`config.mk`:
```
export PLATFORM = sky130hd
export DESIGN_NAME = mmss_timer
export DESIGN_NICKNAME = d
export VERILOG_FILES = /design/src/rtl/mmss_timer.sv
export SDC_FILE = /design/constraint.sdc
export NUM_CORES = 1
export LEC_CHECK = 0
export CORE_UTILIZATION = 55
export CTS_BUF_LIST = sky130_fd_sc_hd__clkbuf_8 sky130_fd_sc_hd__clkbuf_16
export DETAILED_ROUTE_END_ITERATION = 8
export GPL_TIMING_DRIVEN = 0
export PLACE_DENSITY = 0.86
export SYNTH_ARGS = -nofsm -noshare
export SYNTH_HDL_FRONTEND = slang
export SYNTH_SLANG_ARGS = --single-unit
```
`constraint.sdc`:
```
create_clock -name clock -period 6.3 [get_ports clock]
set_input_delay 1.26 -clock clock [delete_from_list [all_inputs] [get_ports clock]]
set_output_delay 1.26 -clock clock [all_outputs]
set_load 0.01 [all_outputs]
```
`src/rtl/mmss_timer.sv`:
```
// MM:SS BCD up/down timer with preset load, pause/resume, expiry flag and an internal 1 Hz divider.
// Optional macro MMSS_TIMER_AUTORELOAD_EN: reload the latched preset instead of expiring.
module mmss_timer #(
    parameter int CLK_HZ      = 50000000,
    parameter int DIV_W       = 26,
    parameter int MAX_MINUTES = 59
) (
    input  logic       clock,
    input  logic       reset_n,
    input  logic       start,
    input  logic       stop,
    input  logic       load,
    input  logic       count_up,
    input  logic [3:0] pre_mt,
    input  logic [3:0] pre_mo,
    input  logic [3:0] pre_st,
    input  logic [3:0] pre_so,
    output logic [3:0] mt,
    output logic [3:0] mo,
    output logic [3:0] st,
    output logic [3:0] so,
    output logic       running,
    output logic       expired,
    output logic       done,
    output logic       tick,
    output logic       load_err
);
    typedef enum logic [1:0] {IDLE, RUN, PAUSED, EXPIRED} state_t;

    localparam logic [DIV_W-1:0] DIV_LAST = DIV_W'(CLK_HZ - 1);
    localparam logic [15:0] ZERO_VAL = 16'h0000;
    localparam logic [15:0] MAX_VAL  = {4'(MAX_MINUTES / 10), 4'(MAX_MINUTES % 10), 4'd5, 4'd9};

    state_t           state, state_nx;
    logic [15:0]      val, val_nx, preset, preset_nx;
    logic [15:0]      pre_val, step_val, term_val;
    logic [DIV_W-1:0] div, div_nx;
    logic [7:0]       pre_min;
    logic             dir, dir_nx;
    logic             done_nx, tick_nx, load_err_nx;
    logic             pre_ok, start_blk;

    function automatic logic [15:0] bcd_dec(input logic [15:0] v);
        logic [3:0] m_t, m_o, s_t, s_o;
        {m_t, m_o, s_t, s_o} = v;
        if (s_o != 4'd0) s_o = s_o - 4'd1;
        else begin
            s_o = 4'd9;
            if (s_t != 4'd0) s_t = s_t - 4'd1;
            else begin
                s_t = 4'd5;
                if (m_o != 4'd0) m_o = m_o - 4'd1;
                else begin
                    m_o = 4'd9;
                    m_t = m_t - 4'd1;
                end
            end
        end
        return {m_t, m_o, s_t, s_o};
    endfunction

    function automatic logic [15:0] bcd_inc(input logic [15:0] v);
        logic [3:0] m_t, m_o, s_t, s_o;
        {m_t, m_o, s_t, s_o} = v;
        if (s_o != 4'd9) s_o = s_o + 4'd1;
        else begin
            s_o = 4'd0;
            if (s_t != 4'd5) s_t = s_t + 4'd1;
            else begin
                s_t = 4'd0;
                if (m_o != 4'd9) m_o = m_o + 4'd1;
                else begin
                    m_o = 4'd0;
                    m_t = m_t + 4'd1;
                end
            end
        end
        return {m_t, m_o, s_t, s_o};
    endfunction

    assign pre_val = {pre_mt, pre_mo, pre_st, pre_so};
    assign pre_min = 8'(pre_mt) * 8'd10 + 8'(pre_mo);
    assign pre_ok  = (pre_mt <= 4'd9) && (pre_mo <= 4'd9) && (pre_st <= 4'd5) &&
                     (pre_so <= 4'd9) && (pre_min <= 8'(MAX_MINUTES));

`ifdef MMSS_TIMER_AUTORELOAD_EN
    assign start_blk = 1'b0;
`else
    // Starting from the terminal value of the requested direction would expire immediately.
    assign start_blk = (val == (count_up ? MAX_VAL : ZERO_VAL));
`endif

    always_comb begin
        state_nx    = state;
        val_nx      = val;
        preset_nx   = preset;
        div_nx      = div;
        dir_nx      = dir;
        done_nx     = 1'b0;
        tick_nx     = 1'b0;
        load_err_nx = 1'b0;
        term_val    = dir ? MAX_VAL : ZERO_VAL;
        step_val    = dir ? bcd_inc(val) : bcd_dec(val);

        if (load) begin
            if (pre_ok) begin
                val_nx    = pre_val;
                preset_nx = pre_val;
                div_nx    = '0;
                state_nx  = IDLE;
            end else begin
                load_err_nx = 1'b1;
            end
        end else begin
            case (state)
                RUN: begin
                    if (stop) state_nx = PAUSED;
                    if (div == DIV_LAST) begin
                        div_nx  = '0;
                        tick_nx = 1'b1;
`ifdef MMSS_TIMER_AUTORELOAD_EN
                        val_nx  = (val == term_val) ? preset : step_val;
                        done_nx = (val_nx == term_val);
`else
                        val_nx  = step_val;
                        done_nx = (val_nx == term_val);
                        if (done_nx) state_nx = EXPIRED;
`endif
                    end else begin
                        div_nx = div + 1'b1;
                    end
                end
                IDLE, PAUSED: begin
                    if (start && !stop && !start_blk) begin
                        state_nx = RUN;
                        dir_nx   = count_up;
                    end
                end
                default: ;
            endcase
        end
    end

    always_ff @(posedge clock or negedge reset_n) begin
        if (!reset_n) begin
            state    <= IDLE;
            val      <= '0;
            preset   <= '0;
            div      <= '0;
            dir      <= 1'b0;
            running  <= 1'b0;
            expired  <= 1'b0;
            done     <= 1'b0;
            tick     <= 1'b0;
            load_err <= 1'b0;
        end else begin
            state    <= state_nx;
            val      <= val_nx;
            preset   <= preset_nx;
            div      <= div_nx;
            dir      <= dir_nx;
            running  <= (state_nx == RUN);
            expired  <= (state_nx == EXPIRED);
            done     <= done_nx;
            tick     <= tick_nx;
            load_err <= load_err_nx;
        end
    end

    assign {mt, mo, st, so} = val;

endmodule

```
==> summary.txt, run 1 <==
GRT
  – Number of global-route vias before repair: around 3700
  – Aggregate global routing overflow: 0
  – Initial antenna violation count: 0
  – Maximum number of pins on one net before global-route repair: 40
  – Global-route wire length before repair: ~18 mm
  – Total routing resource utilization after global routing: a little under a third

Layout
  – Commonest non-fill, non-tap cell in the layout: o21ai_0
  – Area of all placed cells without fillers: around 0.0045 mm2
  – Total Nets Final: between 500 and 600
  – Final design utilization: 68.6%
  – Commonest non-fill, non-tap cells in the layout: o21ai_0 (54), dfrtp_1 (50), nor2_1 (45)
  – Relative area change from synthesis to final layout: 17.0%
  – Count of inserted antenna diode cells: 0
  – Share of layout cells above drive strength 1: 5.16%

Clock tree
  – Insertion delay of the later-clocked pin in the worst-skew pair: around 0.33 ns
  – TritonCTS sink count: 50
  – Maximum clock insertion buffer count: 2
  – Buffer cell driving the clock tree root: clkbuf_8
  – CTS tree: yes
  – # H-tree levels: 2
  – Number of clock buffers inserted by TritonCTS: 5
  – Number of hold buffers added after CTS: 0
  – Post-CTS sizing: 0
  – Post-CTS Repair Setup Buffers: 0
  – Clock slew at the register clock pins of the worst setup and hold paths: between 0.1 and 0.15 ns

Synth
  – Commonest register cell after synthesis: dfrtp_1
  – Synth area leader: dfrtp_1
  – Synth Instances: about 470
  – Syn_area_per_cell: 8.06 um2
  – Net count after synthesis: ~510
  – Post-synth top area share: 32.9%
  – Number of storage elements in the synthesis netlist: 50
  – Yosys warning count: 0
  – Post-synthesis cell area: approximately 0.0038 mm2
  – Main area contributors after synthesis: dfrtp_1 (33%), o21ai_0 (7.1%), nor2_1 (4.4%), nand3_1 (3.8%), a21oi_1 (3.3%)
  – Part of the Yosys area used for sequential elements: 32.9%
  – Share of synthesized flip-flops with an asynchronous set or reset: 100%
  – Netlist cell types: 66
  – Number of enable-type register cells in the synthesized netlist: 0

Routing
  – Highest routing layer actually used: met4
  – Drc violations: 0
  – Antenna Nets Post-Route: 0
  – Final wirelength: around 11 mm
  – Routed via count divided by cell count: about 6.6
  – Met3 routed WL: around 810 um
  – Via count: just under 4000
  – Wire length on met1: approximately 4.7 mm
  – Met2 Wirelength: 5.12 mm
  – Drt first-iter violations: between 300 and 400
  – First-pass DRT Iterations: 5
  – Average detailed-routed wire length per instance: 18.2 um

Min path
  – Min-Delay Path Depth: 1
  – End point of the most critical hold path: div[16]
  – Classification of the worst-slack hold path: flop to flop
  – HP Start: div[16]

Power
  – Total power draw: about 1.5 mW
  – Maximum vdd ir drop: 0.258 mV
  – Static leakage: 1.71 nW
  – PwrDens: 340 mW/mm2

Floorplanning
  – Ports: 43
  – Site row count: 29
  – Floorplan core area: between 0.006 and 0.007 mm2
  – Initial core utilization: approximately 59%
  – Die span in x: 85.2 um
  – Die span in y: approximately 85 um
  – Die footprint: approximately 0.0073 mm2

Worst setup path
  – Worst reg2reg path endpoint: val[7]
  – Crit path buffers/inverters: 3
  – Internal reg-to-reg setup slack: between 3 and 4 ns
  – Cell-by-cell listing of the critical path: clkdlybuf4s50_1 -> ha_1 -> ha_1 -> inv_1 -> fa_1 -> nor2b_1 -> nor3b_1 -> or3b_1 -> o22ai_1 -> o21ai_1 -> clkbuf_1 -> nand2_1 -> o21ai_0
  – Max Fanout on Critical Path: 10
  – Slowest cell delay on critical path: roughly 0.63 ns
  – Worst path required time: ~6.5 ns
  – Arrival time at the worst endpoint: between 5 and 6 ns
  – Critical path endpoint category: flop
  – Kind of start point of the critical path: input port
  – Critical path class: input port to flop
  – Worst path most repeated cell: ha_1
  – Cell type of the slowest stage on the worst timing path: clkdlybuf4s50_1
  – Reg2reg path depth: 9
  – Kind of cell with the highest combined delay on the critical path: compound AO/OA/AOI/OAI gates
  – Origin of the critical flop-to-flop path: div[0]

STA
  – Skew final: 0.0133 ns
  – Number of setup violations in the final report: 0
  – Count of final max-slew check failures: 0
  – Worst-Margin Slew: between 0.8 and 0.9 ns
  – Highest clock frequency the design can meet: 190 MHz
  – Unrepaired setup endpoints after global routing: false
  – Number of failing hold endpoints at the final stage: 0
  – Slew Limit Headroom: 43.5%
  – Fraction of the cycle the final worst path needs: 83.4%
  – Final worst path period need: between 5 and 6 ns
  – Setup TNS: 0 ns

Job
  – Max_cap viols: 0

Placed design
  – Count of buffers inserted at the top-level ports: 42
  – Total half-perimeter wirelength after legalization and detailed placement: 7.95 mm
  – Global placement routability congestion: 0.928
  – Post-detailed-placement cell area: between 0.004 and 0.005 mm2

Run status
  – Status: complete, no violations
layout make-up:
| class | count | area (um2) |
|---|---|---|
| Inverter | 20 | 75.1 |
| Buffer | 29 | 118 |
| Sequential cell | 50 | 1250 |
| Tap cell | 77 | 96.3 |
| Multi-Input combinational cell | 373 | 2360 |
| Fill cell | 530 | 2040 |
| Clock inverter | 3 | 47.5 |
| Timing Repair Buffer | 43 | 435 |
| Clock buffer | 5 | 68.8 |
flip-flops by register name (all words and copies together), names as in the netlist:
signal    count
div          26
done          1
expired       1
val          16
load_err      1
tick          1
running       1
dir           1
state         2
how the worst max path moves through the flow:
stage	cells past startpoint	startpoint	slack, ns	end
after floorplan	12	pre_mt[1]	2.20	div[24]
after global placement	13	pre_mt[1]	0.93	val[1]
after detailed placement	12	pre_mt[3]	0.83	val[5]
after CTS	13	pre_mt[3]	1.12	val[1]
after global routing	13	pre_mt[3]	0.83	val[1]
final	13	pre_mt[3]	1.05	val[7]
cells by family after synthesis:
kind of cell / after synthesis / share of synthesized area (%)
buffers and inverters: 49 / 5.06
adder cells (fa/ha/maj): 12 / 4.34
XOR/XNOR: 14 / 3.42
multiplexers: 6 / 1.58
AND/OR/NAND/NOR: 202 / 29.2
AO/OA/AOI/OAI: 139 / 23.5
flip-flops: 50 / 32.9
Yosys cell counts (2+ instances only):
| master | instances |
|---|---|
| nor4_1 | 10 |
| xor2_1 | 3 |
| a211oi_1 | 5 |
| buf_1 | 2 |
| a2111oi_0 | 2 |
| nor2_1 | 45 |
| a21o_1 | 3 |
| o21ai_0 | 54 |
| ha_1 | 10 |
| clkbuf_1 | 25 |
| fa_1 | 2 |
| nor3_1 | 13 |
| and3_1 | 10 |
| o22ai_1 | 3 |
| o41ai_1 | 3 |
| or4_1 | 2 |
| nand4_1 | 8 |
| o31ai_1 | 10 |
| and4_1 | 3 |
| mux2i_1 | 6 |
| nand2b_1 | 5 |
| and2_1 | 3 |
| nor4bb_1 | 2 |
| a22oi_1 | 8 |
| o2bb2ai_1 | 4 |
| nor4_2 | 2 |
| nor2b_1 | 11 |
| a21oi_1 | 25 |
| nor3b_1 | 7 |
| or4_4 | 2 |
| nand3_1 | 29 |
| nor4b_1 | 6 |
| xnor2_1 | 10 |
| a22o_1 | 3 |
| a31oi_1 | 2 |
| nand2_1 | 32 |
| or2_2 | 2 |
| o211ai_1 | 5 |
| dfrtp_1 | 50 |
| inv_1 | 19 |
power breakdown:
part	internal (mW)	total [mW]	leakage, nW	switching [mW]
Clock	0.121	0.247	0.0587	0.126
Sequential	0.385	0.468	0.663	0.0834
Combinational	0.342	0.800	0.985	0.459
through the flow:
| step | worst slack, ns | hold WS, ns | std cells |
|---|---|---|---|
| floorplan | 2.20 | 0.465 | 472 |
| global placement | 0.925 | 0.504 | 591 |
| detailed placement | 0.830 | 0.519 | 592 |
| CTS | 1.12 | 0.535 | 600 |
| global route | 0.829 | 0.567 | 600 |
| finish | 1.05 | 0.529 | 600 |
per-layer routing:
metal | global-route usage [%] | vias to the layer above
met5 | 0 | -
li1 | - | 1839
met1 | 42.7 | 1894
met2 | 51.3 | 201
met3 | 3.99 | 28
met4 | 12.6 | 0
(Power assumes the default switching activity.)
==> run 2: changes to the inputs <==
clock period = 5.36 ns   (was 6.3 ns; I/O delays follow)
==> results of run 2 <==
Same layout as run 1 (identical final DEF). Status: complete, no violations.
Among the figures that moved: setup slack after placement 0.830 ns -> 0.0780 ns; setup slack after layout 1.05 ns -> 0.294 ns; register-to-register setup slack 3.32 ns -> 2.38 ns; total power 1.52 mW -> 1.78 mW; worst IR drop on VDD 0.258 mV -> 0.304 mV
==> run 3: changes to the inputs <==
CORE_ASPECT_RATIO = 0.6   (was not set)
CTS_CLUSTER_DIAMETER = 40   (was not set)
==> run 3 against run 2 <==
Compared with the run above:
- non-clock buffer count unchanged
- register-to-register slack worse by 0.17 ns
- die area is 0.14% higher
- sequential share of layout area down 0.44 points
- combinational power is 4.1% higher
- hold slack improved by 0.0098 ns
==> summary.txt, run 3 (same netlist as run 1, synthesis figures left out) <==
Run status
  – Status: complete, no violations

Worst setup path
  – Crit path buffers/inverters: 3 (unchanged)
  – Critical path class: input port to flop
  – Cell type of the slowest stage on the worst timing path: clkdlybuf4s50_1
  – Origin of the critical flop-to-flop path: val[7]
  – Crit. path cell count: 12 (-1)
  – Worst path most repeated cell: ha_1
  – Kind of start point of the critical path: input port
  – Cell-by-cell listing of the critical path: clkdlybuf4s50_1 -> ha_1 -> ha_1 -> inv_1 -> fa_1 -> nor2b_1 -> nor3b_1 -> or3b_1 -> o22ai_2 -> o21ai_1 -> clkbuf_1 -> o21ai_0
  – Arrival time at the worst endpoint: a little over 5 ns
  – Kind of cell with the highest combined delay on the critical path: buffers and inverters
  – Worst path required time: 5.54 ns
  – Reg2reg path depth: 8 (-1)
  – Startpoint of the worst setup timing path: pre_mt[3]
  – Critical path endpoint category: flop
  – Slowest cell delay on critical path: 0.65 ns (+0.02 ns)
  – Max Fanout on Critical Path: 10 (unchanged)

Power
  – PwrDens: approximately 420 mW/mm2
  – Maximum vdd ir drop: approximately 0.28 mV
  – Static leakage: 1.73 nW (+1.4%)

STA
  – Highest clock frequency the design can meet: around 200 MHz
  – Unrepaired setup endpoints after global routing: false
  – Final worst path period need: about 5.0 ns
  – Skew final: 0.00353 ns (-0.00974 ns)
  – Slew Limit Headroom: 34.6% (-8.8 points)
  – Worst-Margin Slew: 0.968 ns (+0.125 ns)
  – Fraction of the cycle the final worst path needs: between 90% and 100%
  – Number of setup violations in the final report: 0 (unchanged)
  – Count of final max-slew check failures: 0 (unchanged)
  – Number of failing hold endpoints at the final stage: 0 (unchanged)

Routing
  – Drt first-iter violations: 375 (+11%)
  – Routed via count divided by cell count: 6.58 (-0.28%)
  – First-pass DRT Iterations: 6 (+1)
  – Final wirelength: 11.7 mm (+7.3%)
  – Average detailed-routed wire length per instance: 19.3 um (+5.8%)
  – Via count: 4010 (+1.2%)
  – Antenna Nets Post-Route: 0 (unchanged)
  – Drc violations: 0 (unchanged)

Placed design
  – Dpl cells: 602 (+1.7%)
  – Global placement routability congestion: 0.974 (+4.9%)
  – Total half-perimeter wirelength after legalization and detailed placement: 8.68 mm (+9.1%)
  – Count of buffers inserted at the top-level ports: 42 (unchanged)

GRT
  – Total routing resource utilization after global routing: 34.4% (+2.9 points)
  – Busiest metal layer after global routing: met2
  – Global-route wire length before repair: 18.7 mm (+3.2%)
  – Number of global-route vias before repair: 3785 (+1.3%)
  – Initial antenna violation count: 0 (unchanged)
  – Global routing met1 resource utilization: 49.1% (+6.5 points)
  – Aggregate global routing overflow: 0 (unchanged)
  – Maximum number of pins on one net before global-route repair: 41 (+2.5%)
  – Met2 Use GR: 49.8% (-1.6 points)
  – Global-route met3 utilization: 8.87% (+4.9 points)

Min path
  – HP Start: div[3]
  – Classification of the worst-slack hold path: flop to flop
  – Min-Delay Path Depth: 1 (unchanged)

Clock tree
  – CTS tree: yes
  – Number of clock buffers inserted by TritonCTS: 5 (unchanged)
  – TritonCTS sink count: 50 (unchanged)
  – Maximum clock insertion buffer count: 2 (unchanged)
  – Clock slew at the register clock pins of the worst setup and hold paths: 0.07 ns (-0.04 ns)
  – Insertion delay of the later-clocked pin in the worst-skew pair: 0.29 ns (-0.04 ns)
  – Buffer cell driving the clock tree root: clkbuf_16
  – # H-tree levels: 2 (unchanged)

Layout
  – Share of layout cells above drive strength 1: 5.17% (+0.0099 points)
  – Total Nets Final: 556 (unchanged)
  – Largest Register: div
  – Relative area change from synthesis to final layout: 18.9%
  – Regs by FF count: div (26), val (16), state (2)
  – Count of inserted antenna diode cells: 0 (unchanged)
  – Final design utilization: 67.8% (-0.79 points)
  – Commonest non-fill, non-tap cells in the layout: o21ai_0 (54), dfrtp_1 (50), nor2_1 (45)
  – Max FFs per register: 26 (unchanged)
  – Final Instance Count excl. Fillers: 609 (+1.5%)
  – Commonest non-fill, non-tap cell in the layout: o21ai_0

Floorplanning
  – Die footprint: 0.00727 mm2 (+0.14%)
  – Die span in x: 109 um (+28%)
  – Floorplan core area: 0.00668 mm2 (+2.8%)
  – Ports: 43 (unchanged)
  – Initial core utilization: 57.0% (-1.6 points)
  – Die span in y: 66.4 um (-22%)
  – Site row count: 23 (-21%)

Job
  – Max_cap viols: 0 (unchanged)
-- run 3: cell type report --
class                      count  area, um2
multi-input combinational    373       2370
fill                         542       2150
sequential                    50       1250
timing repair buffer          43        435
clock buffer                   6        139
buffer                        29        118
tap                           87        109
inverter                      20       75.1
clock inverter                 1       30.0
-- run 3: through the flow --
stage	cell area, um2	total power, mW	hold WS [ns]	worst slack (ns)	setup TNS (ns)
3_5_place_dp	4350	1.50	0.520	-0.0540	-0.0967
3_3_place_gp	4330	1.46	0.504	0.0152	0
6_report	4520	1.91	0.539	0.400	0
5_1_grt	4520	2.02	0.561	0.232	0
4_1_cts	4520	1.87	0.533	0.232	0
2_1_floorplan	3800	1.16	0.465	1.44	0
-- run 3: what timing repair did --
item / in CTS / in global routing
hold endpoints to repair: 0 / 0
endpoints found under the setup margin: 0 / 1
setup buffers: 0 / 0
resized for setup: 0 / 1
hold buffers: 0 / 0
-- run 3: final timing paths --
kind,slack (ns),endpoint
max reg2reg,2.21,running
min reg2reg,0.54,div[3]
min in group asynchronous,0.65,val[12]
min,0.54,div[3]
max in group asynchronous,4.20,val[9]
max,0.40,val[4]
-- run 3: routing by layer --
layer | wire (um) | part of all wire [%]
met1 | 5210 | 44
met2 | 4890 | 42
met3 | 1430 | 12
met4 | 192 | 1.6
met5 | 0 | 0
-- run 3: report_power, final --
| group | leakage [nW] | switching [mW] | internal [mW] |
|---|---|---|---|
| Combinational | 0.986 | 0.578 | 0.402 |
| Clock | 0.0829 | 0.143 | 0.231 |
| Sequential | 0.663 | 0.100 | 0.453 |
